File: src/rtl/cop0_ctrl_if.sv
// cop0_ctrl_if: MEM-stage <-> coprocessor-0 bus.
// master = issuing pipeline stage, slave = cop0_ctrl.
interface cop0_ctrl_if #(
  parameter int DATA_W  = 32,
  parameter int NUM_IRQ = 5
);
  logic [4:0]         reg_num;
  logic [2:0]         reg_sel;
  logic [DATA_W-1:0]  in_data;
  logic [DATA_W-1:0]  cur_pc;
  logic               reg_wr;
  logic               reg_rd;
  logic [2:0]         cop_op;
  logic [NUM_IRQ-1:0] irq;
  logic [DATA_W-1:0]  out_data;
  logic               exc_req;
  logic [DATA_W-1:0]  exc_target;
  logic               irq_pending;

  modport master (
    output reg_num, reg_sel, in_data, cur_pc, reg_wr, reg_rd, cop_op, irq,
    input  out_data, exc_req, exc_target, irq_pending
  );

  modport slave (
    input  reg_num, reg_sel, in_data, cur_pc, reg_wr, reg_rd, cop_op, irq,
    output out_data, exc_req, exc_target, irq_pending
  );
endinterface

File: src/rtl/cop0_ctrl.sv
// cop0_ctrl: MIPS coprocessor-0 (Status, Cause, EPC, ErrorEPC, Count, Compare),
// cop_op micro-op execution, level-sensitive hardware interrupts and the
// one-cycle exception entry/return redirect into PC select.
// Optional macro COP0_TIMER_EN: free-running Count with Compare timer on IP7.
// Without it Count/Compare read 0, ignore writes, and IP7 is 0.
//
// Redirect FSM:
//   state    | meaning
//   ST_IDLE  | no redirect this cycle
//   ST_REDIR | exc_req=1, exc_target holds the captured vector/return PC
module cop0_ctrl #(
  parameter int               DATA_W  = 32,
  parameter int               NUM_IRQ = 5,
  parameter logic [DATA_W-1:0] EXC_VEC = 32'h8000_0180,
  parameter logic [DATA_W-1:0] BEV_VEC = 32'hBFC0_0380
) (
  input logic        clk,
  input logic        rst,
  cop0_ctrl_if.slave bus
);

  localparam logic [2:0] COP_OP_MV  = 3'd1;
  localparam logic [2:0] COP_OP_EN  = 3'd2;
  localparam logic [2:0] COP_OP_DIS = 3'd3;
  localparam logic [2:0] COP_OP_SYS = 3'd4;
  localparam logic [2:0] COP_OP_RET = 3'd5;
  localparam logic [2:0] COP_OP_BRK = 3'd6;

  localparam logic [DATA_W-1:0] STATUS_RST   = DATA_W'(32'h0040_0004);
  localparam logic [DATA_W-1:0] STATUS_WMASK = DATA_W'(32'h0040_FF17);

  typedef enum logic {ST_IDLE, ST_REDIR} state_t;

  state_t             state_q, state_d;
  logic [DATA_W-1:0]  target_q, target_d;

  logic [DATA_W-1:0]  status_q, status_d;
  logic [DATA_W-1:0]  epc_q, epc_d;
  logic [DATA_W-1:0]  errorepc_q, errorepc_d;
  logic [1:0]         ip_sw_q, ip_sw_d;
  logic [NUM_IRQ-1:0] ip_hw_q;
  logic [4:0]         exccode_q, exccode_d;
  logic               ip7;
  logic [DATA_W-1:0]  count_rd, compare_rd, cause;

  logic op_mv, op_en, op_dis, op_sys, op_brk, op_ret;
  logic wr_any, wr_status, wr_cause, wr_epc, wr_errorepc;
  logic irq_take, exc_entry, redir_evt;

  assign op_mv  = (bus.cop_op == COP_OP_MV);
  assign op_en  = (bus.cop_op == COP_OP_EN);
  assign op_dis = (bus.cop_op == COP_OP_DIS);
  assign op_sys = (bus.cop_op == COP_OP_SYS);
  assign op_brk = (bus.cop_op == COP_OP_BRK);
  assign op_ret = (bus.cop_op == COP_OP_RET);

  assign wr_any      = op_mv & bus.reg_wr & (bus.reg_sel == 3'd0);
  assign wr_status   = wr_any & (bus.reg_num == 5'd12);
  assign wr_cause    = wr_any & (bus.reg_num == 5'd13);
  assign wr_epc      = wr_any & (bus.reg_num == 5'd14);
  assign wr_errorepc = wr_any & (bus.reg_num == 5'd30);

  // Assemble Cause from its hardware- and software-owned fields
  always_comb begin
    cause = '0;
    cause[15] = ip7;
    for (int i = 0; i < NUM_IRQ; i++) begin
      cause[10+i] = ip_hw_q[i];
    end
    cause[9:8] = ip_sw_q;
    cause[6:2] = exccode_q;
  end

  assign bus.irq_pending = status_q[0] & ~status_q[1] & ~status_q[2]
                         & (|(cause[15:8] & status_q[15:8]));

  // SYS/BRK/RET own the cycle; a pending interrupt retries next cycle
  assign irq_take  = bus.irq_pending & ~(op_sys | op_brk | op_ret);
  assign exc_entry = op_sys | op_brk | irq_take;
  assign redir_evt = exc_entry | op_ret;

  // Read port: register value for mfc0, old Status for EN/DIS
  always_comb begin
    bus.out_data = '0;
    if (op_mv & bus.reg_rd & ~bus.reg_wr & (bus.reg_sel == 3'd0)) begin
      case (bus.reg_num)
        5'd9:    bus.out_data = count_rd;
        5'd11:   bus.out_data = compare_rd;
        5'd12:   bus.out_data = status_q;
        5'd13:   bus.out_data = cause;
        5'd14:   bus.out_data = epc_q;
        5'd30:   bus.out_data = errorepc_q;
        default: bus.out_data = '0;
      endcase
    end else if (op_en | op_dis) begin
      bus.out_data = status_q;
    end
  end

  // Next architectural state; hardware updates are applied after mtc0 so they win
  always_comb begin
    status_d   = status_q;
    epc_d      = epc_q;
    errorepc_d = errorepc_q;
    ip_sw_d    = ip_sw_q;
    exccode_d  = exccode_q;
    if (wr_status)   status_d   = bus.in_data & STATUS_WMASK;
    if (wr_cause)    ip_sw_d    = bus.in_data[9:8];
    if (wr_epc)      epc_d      = bus.in_data;
    if (wr_errorepc) errorepc_d = bus.in_data;
    if (op_en)       status_d[0] = 1'b1;
    if (op_dis)      status_d[0] = 1'b0;
    if (exc_entry) begin
      epc_d       = bus.cur_pc;
      exccode_d   = op_sys ? 5'd8 : (op_brk ? 5'd9 : 5'd0);
      status_d[1] = 1'b1;
    end
    if (op_ret) begin
      if (status_q[2]) status_d[2] = 1'b0;
      else             status_d[1] = 1'b0;
    end
  end

  // Architectural register file
  always_ff @(posedge clk) begin
    if (rst) begin
      status_q   <= STATUS_RST;
      epc_q      <= '0;
      errorepc_q <= '0;
      ip_sw_q    <= '0;
      ip_hw_q    <= '0;
      exccode_q  <= '0;
    end else begin
      status_q   <= status_d;
      epc_q      <= epc_d;
      errorepc_q <= errorepc_d;
      ip_sw_q    <= ip_sw_d;
      ip_hw_q    <= bus.irq;
      exccode_q  <= exccode_d;
    end
  end

`ifdef COP0_TIMER_EN
  logic              wr_count, wr_compare;
  logic [DATA_W-1:0] count_q, count_d, compare_q;
  logic              ip7_q, ip7_d;

  assign wr_count   = wr_any & (bus.reg_num == 5'd9);
  assign wr_compare = wr_any & (bus.reg_num == 5'd11);

  // Count advance and sticky compare match; a Compare write clears the match
  always_comb begin
    count_d = wr_count ? bus.in_data : count_q + DATA_W'(1);
    ip7_d   = ip7_q;
    if (count_d == compare_q) ip7_d = 1'b1;
    if (wr_compare)           ip7_d = 1'b0;
  end

  // Timer registers
  always_ff @(posedge clk) begin
    if (rst) begin
      count_q   <= '0;
      compare_q <= '0;
      ip7_q     <= 1'b0;
    end else begin
      count_q   <= count_d;
      ip7_q     <= ip7_d;
      if (wr_compare) compare_q <= bus.in_data;
    end
  end

  assign count_rd   = count_q;
  assign compare_rd = compare_q;
  assign ip7        = ip7_q;
`else
  assign count_rd   = '0;
  assign compare_rd = '0;
  assign ip7        = 1'b0;
`endif

  // Redirect target: vector on entry (BEV before update), EPC/ErrorEPC on return
  always_comb begin
    target_d = '0;
    if (exc_entry)   target_d = status_q[22] ? BEV_VEC : EXC_VEC;
    else if (op_ret) target_d = status_q[2] ? errorepc_q : epc_q;
  end

  // Redirect FSM state register; reset drops any pending pulse
  always_ff @(posedge clk) begin
    if (rst) begin
      state_q  <= ST_IDLE;
      target_q <= '0;
    end else begin
      state_q <= state_d;
      if (redir_evt) target_q <= target_d;
    end
  end

  // Redirect FSM next state: any entry or return redirects next cycle
  always_comb begin
    state_d = redir_evt ? ST_REDIR : ST_IDLE;
  end

  // Redirect FSM outputs
  always_comb begin
    bus.exc_req    = (state_q == ST_REDIR);
    bus.exc_target = bus.exc_req ? target_q : '0;
  end

endmodule

File: src/flat_wrapper.sv
// flat-port wrapper written by rule: the top's interface ports become plain ports
module cop0_ctrl_flat 
#(
  parameter int               DATA_W  = 32,
  parameter int               NUM_IRQ = 5,
  parameter logic [DATA_W-1:0] EXC_VEC = 32'h8000_0180,
  parameter logic [DATA_W-1:0] BEV_VEC = 32'hBFC0_0380
)
  (clk, rst, bus_reg_num, bus_reg_sel, bus_in_data, bus_cur_pc, bus_reg_wr, bus_reg_rd, bus_cop_op, bus_irq, bus_out_data, bus_exc_req, bus_exc_target, bus_irq_pending);
  cop0_ctrl_if #(.DATA_W(DATA_W), .NUM_IRQ(NUM_IRQ)) bus_i ();
  input logic clk;
  input logic rst;
  input wire logic [$bits(bus_i.reg_num)-1:0] bus_reg_num;
  input wire logic [$bits(bus_i.reg_sel)-1:0] bus_reg_sel;
  input wire logic [$bits(bus_i.in_data)-1:0] bus_in_data;
  input wire logic [$bits(bus_i.cur_pc)-1:0] bus_cur_pc;
  input wire logic [$bits(bus_i.reg_wr)-1:0] bus_reg_wr;
  input wire logic [$bits(bus_i.reg_rd)-1:0] bus_reg_rd;
  input wire logic [$bits(bus_i.cop_op)-1:0] bus_cop_op;
  input wire logic [$bits(bus_i.irq)-1:0] bus_irq;
  output wire logic [$bits(bus_i.out_data)-1:0] bus_out_data;
  output wire logic [$bits(bus_i.exc_req)-1:0] bus_exc_req;
  output wire logic [$bits(bus_i.exc_target)-1:0] bus_exc_target;
  output wire logic [$bits(bus_i.irq_pending)-1:0] bus_irq_pending;
  assign bus_i.reg_num = bus_reg_num;
  assign bus_i.reg_sel = bus_reg_sel;
  assign bus_i.in_data = bus_in_data;
  assign bus_i.cur_pc = bus_cur_pc;
  assign bus_i.reg_wr = bus_reg_wr;
  assign bus_i.reg_rd = bus_reg_rd;
  assign bus_i.cop_op = bus_cop_op;
  assign bus_i.irq = bus_irq;
  assign bus_out_data = bus_i.out_data;
  assign bus_exc_req = bus_i.exc_req;
  assign bus_exc_target = bus_i.exc_target;
  assign bus_irq_pending = bus_i.irq_pending;
  cop0_ctrl #(.DATA_W(DATA_W), .NUM_IRQ(NUM_IRQ), .EXC_VEC(EXC_VEC), .BEV_VEC(BEV_VEC)) u_core (.clk(clk), .rst(rst), .bus(bus_i));
endmodule
File: config.mk
export PLATFORM = sky130hd
export DESIGN_NAME = cop0_ctrl_flat
export DESIGN_NICKNAME = d
export VERILOG_FILES = /design/src/rtl/cop0_ctrl_if.sv /design/src/rtl/cop0_ctrl.sv /design/src/flat_wrapper.sv
export SDC_FILE = /design/constraint.sdc
export NUM_CORES = 1
export LEC_CHECK = 0
export CORE_MARGIN = 2
export CORE_UTILIZATION = 45
export DETAILED_ROUTE_END_ITERATION = 8
export GPL_ROUTABILITY_DRIVEN = 0
export PLACE_DENSITY_LB_ADDON = 0.15
export SLEW_MARGIN = 40
export SYNTH_ARGS = -nofsm -noshare
export SYNTH_HDL_FRONTEND = slang
export SYNTH_SLANG_ARGS = --single-unit
File: constraint.sdc
create_clock -name clk -period 6 [get_ports clk]
set_clock_uncertainty 0.1 [all_clocks]
set_input_delay 1.5 -clock clk [delete_from_list [all_inputs] [get_ports clk]]
set_output_delay 1.5 -clock clk [all_outputs]
set_load 0.05 [all_outputs]
# Word-level counts from Yosys, hierarchy flattened
# Index checks and enable logic that the tools add are counted.
# Widths: inputs -> output; s select.
dict set report op_classes {
  bitwise 23
  eq_ne 10
  n_mux 19
  reduce_logical 5
}
# operator count
set op_table {}
lappend op_table {{$mux 32} 7}
lappend op_table {{$pmux 32 s4} 1}
lappend op_table {{$mux 30} 1}
lappend op_table {{$mux 23} 1}
lappend op_table {{$eq 5x4->1 const B} 3}
lappend op_table {{$and 1x1->1} 13}
lappend op_table {{$eq 3x3->1 const B} 3}
lappend op_table {{$and 7x8->8} 1}
lappend op_table {{$reduce_or 8->1} 1}
lappend op_table {{$eq 3x2->1 const B} 2}
lappend op_table {{$eq 5x5->1 const B} 1}
lappend op_table {{$mux 1} 5}
lappend op_table {{$mux 5} 1}
lappend op_table {{$or 1x1->1} 5}
lappend op_table {{$mux 4} 1}
lappend op_table {{$not 1->1} 4}
lappend op_table {{$reduce_bool 2->1} 2}
lappend op_table {{$eq 3x1->1 const B} 1}
lappend op_table {{$logic_not 3->1} 1}
lappend op_table {{$mux 3} 1}
lappend op_table {{$mux 2} 1}
lappend op_table {{$reduce_or 2->1} 1}
dict set report word_totals {
  output_inout_bits 66
  regBits 122
  inputBits 84
  word_cells 67
}

# Longest topological paths before layout
dict set report depth {
  ltp_word 9
  depth_mapped 7
  ltp_nobuf 5
}

# Worst setup path before layout
# OpenSTA, ideal clock, no wires.
dict set report synth_timing {
  path_kind {input port to output port}
  startpoint {input port bus_reg_num[0]}
  endpoint {output port bus_out_data[0]}
  path_buffers 2
  arrival_time_ps 3536
  path_stages 6
  required_ps 4400
  setup_slack_ps 864
  path_cell_list {and2b_1 -> and4_1 -> buf_2 -> clkbuf_1 -> a22oi_1 -> o21ai_0}
}
dict set report synth_between {
  elab_chain_len 3
  word_cells_on_any_way 6
  cone_classes {eq/ne (4); mux (2)}
}
# element line
set synth_lines {}
lappend synth_lines {{from (decl)} flat_wrapper.sv:13} ;# input wire logic [$bits(bus_i.reg_num)-1:0] bus_reg_num;
lappend synth_lines {{$eq 5x5->1 / $eq 5x4->1 (equally long branches)} cop0_ctrl.sv:86} ;# case (bus.reg_num)
lappend synth_lines {{$pmux 32 s4 (*)} cop0_ctrl.sv:86}
lappend synth_lines {{$mux 32 (*)} cop0_ctrl.sv:85} ;# if (op_mv & bus.reg_rd & ~bus.reg_wr & (bus.reg_sel == 3'd0)) begin
lappend synth_lines {{to (decl)} flat_wrapper.sv:21} ;# output wire logic [$bits(bus_i.out_data)-1:0] bus_out_data;
# Every way passes the cells marked *; elsewhere a longest branch is shown, timed or not.

# Worst setup path after layout
dict set report layout_timing {
  startpoint {input port bus_reg_num[1]}
  endpoint {output port bus_out_data[9]}
}
# Same word-level chain as after synthesis.

==> metrics.md <==
| Metric | Value |
|---|---|
| Critical Path RT | 4.40 ns |
| Finish-stage setup viols | 0 |
| Syn nets | 773 |
| Mapped Cells | 689 |
| Synthesized flop and latch total | roughly 120 |
| DR WL/cell | 19.5 um |
| Post-place setup slack | ~0.70 ns |
| Top post-synthesis cells by area | dfxtp_1, mux2i_1, nand2_1 |
| TritonCTS buffer count | 17 |
| Worst setup EP type | output pin |
| Clock buffer depth | 2 |
| Die height | about 120 um |
| Initial core utilization | 45.9% |
| Peak VDD IR | between 0.2 and 0.25 mV |
| Syn-to-layout area delta | 44.5% |
| Initial antenna violation count | 0 |
| Number of flops mapped to enable cells by yosys | 0 |
| GRT Total Usage | between 20% and 30% |
| Crit Path Category | input pin to output pin |
| Clk sinks | 119 |
| WHS | about 0.35 ns |
| GRT overflow | 0 |
| CTS resizes | 0 |
| Seq/Total Area, Yosys | 41.5% |
| Top cells by count, synth | dfxtp_1, nand2_1, nor2_1, a21oi_1, mux2i_1 |
| Die Width | approximately 120 um |
| Yosys top cell by area | dfxtp_1 |
| Worst skew pair latency | slightly above 0.4 ns |
| Worst-margin pin slew | 0.805 ns |
| Setup crit start kind | input pin |
| Cell Pwr Density | about 260 nW/um^2 |
| Placed Cells | about 970 |
| Global-route wire length before repair | approximately 30,000 um |
| Crit path DAT | roughly 3.8 ns |
| CTS tree | done |
| Final antenna diode count | 0 |
| Top FF cell, synth | dfxtp_1 |
| I/O Pins | 150 |
| Ys async rst share | 0% |
| Final hold vios | 0 |
| Final period utilization | just under 90% |
| Final antenna-violating net count | 0 |
| Vias in the first global route | between 5,000 and 6,000 |
| Routed WL | slightly below 20,000 um |
| DR DRC count | 0 |
| Hold Path Class | flop to flop |
| Total power after layout | around 2100 uW |
| Initial drt markers | 643 |
| Pin count of the biggest net entering global routing | 55 |
| Fin crit period | between 5 and 6 ns |
| PortBufs | about 150 |
| Fin Setup TNS | 0 ns |
| Max-cap viol count | 0 |
| Max-slew violations | 0 |
| Status | complete, no violations |
| Share of layout cells above drive strength 1 | 12.5% |
| Nets | ~900 |
| Worst Path Max Fanout | between 40 and 50 |
| Final Worst Setup Slack | approximately 0.65 ns |
| Distinct cells, synth | 42 |
| Ys Warns | 0 |
| Clk pin slew, worst setup/hold paths | ~0.05 ns |
| Drt pass-1 iters | 6 |
| Via-per-instance ratio | approximately 5.9 |
| Fmax | 187 MHz |
| Vias | approximately 6,000 |
| Fillers | slightly above 1,000 |
| Most common cell in the netlist | dfxtp_1 |
| Core box area | 12,500 um^2 |
| Leak Pwr | roughly 0.0029 uW |
| DP HPWL | approximately 13,000 um |
| Clock root buffer master | clkbuf_16 |
| Setup Buffers After CTS | 0 |
| Footprint of the multi-input gates | 3100 um^2 |
| RSZ-0062 raised after global routing | no |
| Num rows | approximately 40 |
| Die footprint | around 14,000 um^2 |
| Synthesized cell area | roughly 5700 um^2 |
| Hold buffers post-CTS | 0 |
| Flip-flop and latch area | between 2000 and 2500 um^2 |
| Mean Syn Cell Area | between 8 and 9 um^2 |
| Synth top area share | about two fifths |
| # H-tree levels | 4 |
| Post-route non-filler standard cell count | 997 |
| Worst slew margin | between 40 and 50% |
-- sequential cells by signal (all words and copies together), names as in the netlist --
| register | cells |
|---|---|
| u_core.ip_sw_q | 2 |
| u_core.ip_hw_q | 5 |
| u_core.exccode_q | 2 |
| u_core.status_q | 13 |
| u_core.epc_q | 32 |
| u_core.errorepc_q | 32 |
| u_core.target_q | 32 |
| u_core.bus.exc_req | 1 |
-- layout make-up --
| cell class | instances | area share (%) |
|---|---|---|
| inverter | 1 | 0.0453 |
| timing repair buffer | 165 | 23.4 |
| sequential | 119 | 28.8 |
| multi-input combinational | 508 | 37.4 |
| tap | 172 | 2.59 |
| clock buffer | 24 | 5.81 |
| clock inverter | 8 | 2.02 |
-- cells by family after synthesis --
| family | Yosys count | synth area share, % |
|---|---|---|
| mux | 42 | 7.32 |
| buf+inv | 62 | 4.97 |
| compound gates | 194 | 24.0 |
| simple gates | 272 | 22.2 |
| flops | 119 | 41.5 |
-- layer usage --
layer | wire length [um] | up-vias | share of wire (%) | track usage, %
met5 | 0 | - | 0 | 0
met4 | 270 | 0 | 1.4 | 10.7
met3 | 1900 | 22 | 9.7 | 6.75
met2 | 9210 | 327 | 47 | 46.2
met1 | 8090 | 2818 | 42 | 37.2
li1 | - | 2699 | - | -
-- worst paths after layout --
kind,startpoint,to,slack [ns],cells after the start
hold / removal,u_core.target_q[13]$_SDFFE_PP0P_,u_core.target_q[13]$_SDFFE_PP0P_,0.35,1
setup reg to reg,u_core.status_q[10]$_SDFFE_PP0N_,u_core.epc_q[1]$_SDFFE_PP0P_,3.63,6
setup / recovery,bus_reg_num[1],bus_out_data[9],0.65,7
hold reg to reg,u_core.target_q[13]$_SDFFE_PP0P_,u_core.target_q[13]$_SDFFE_PP0P_,0.35,1
-- report_power, final --
part           internal, uW  leakage [uW]  switching, uW  total, uW
logic                  87.0       0.00161           94.2        181
clock network           769      0.000314            361       1130
registers               810      0.000965           16.2        826
total                  1670       0.00289            471       2140
-- per-stage QoR --
stage / cell area (um^2) / utilization, %
after floorplan: 5740 / -
after global placement: 7640 / 61.0
after detailed placement: 7640 / 61.1
after CTS: 8290 / 66.3
after global routing: 8290 / 66.3
final: 8290 / 66.3
-- placed cells by master (no fill, tap or decap), drive strengths merged, types with 26 or more instances in the layout --
master,Yosys,final
nand3,36,36
nand2,95,95
mux2i,42,42
nor2,78,78
buf,24,49
dfxtp,119,119
a22oi,26,26
and2,33,33
clkdlybuf4s50,0,116
a211oi,46,46
a21oi,72,72
-- worst max-delay path, cell delays in order --
cell and delay (ns):
clkdlybuf4s50_1 0.53, and2b_1 0.19, and4_2 0.58, buf_12 0.29
a222oi_1 0.14, o21ai_1 0.31, buf_12 0.18
Note: power is estimated with default switching activity, not from simulation.
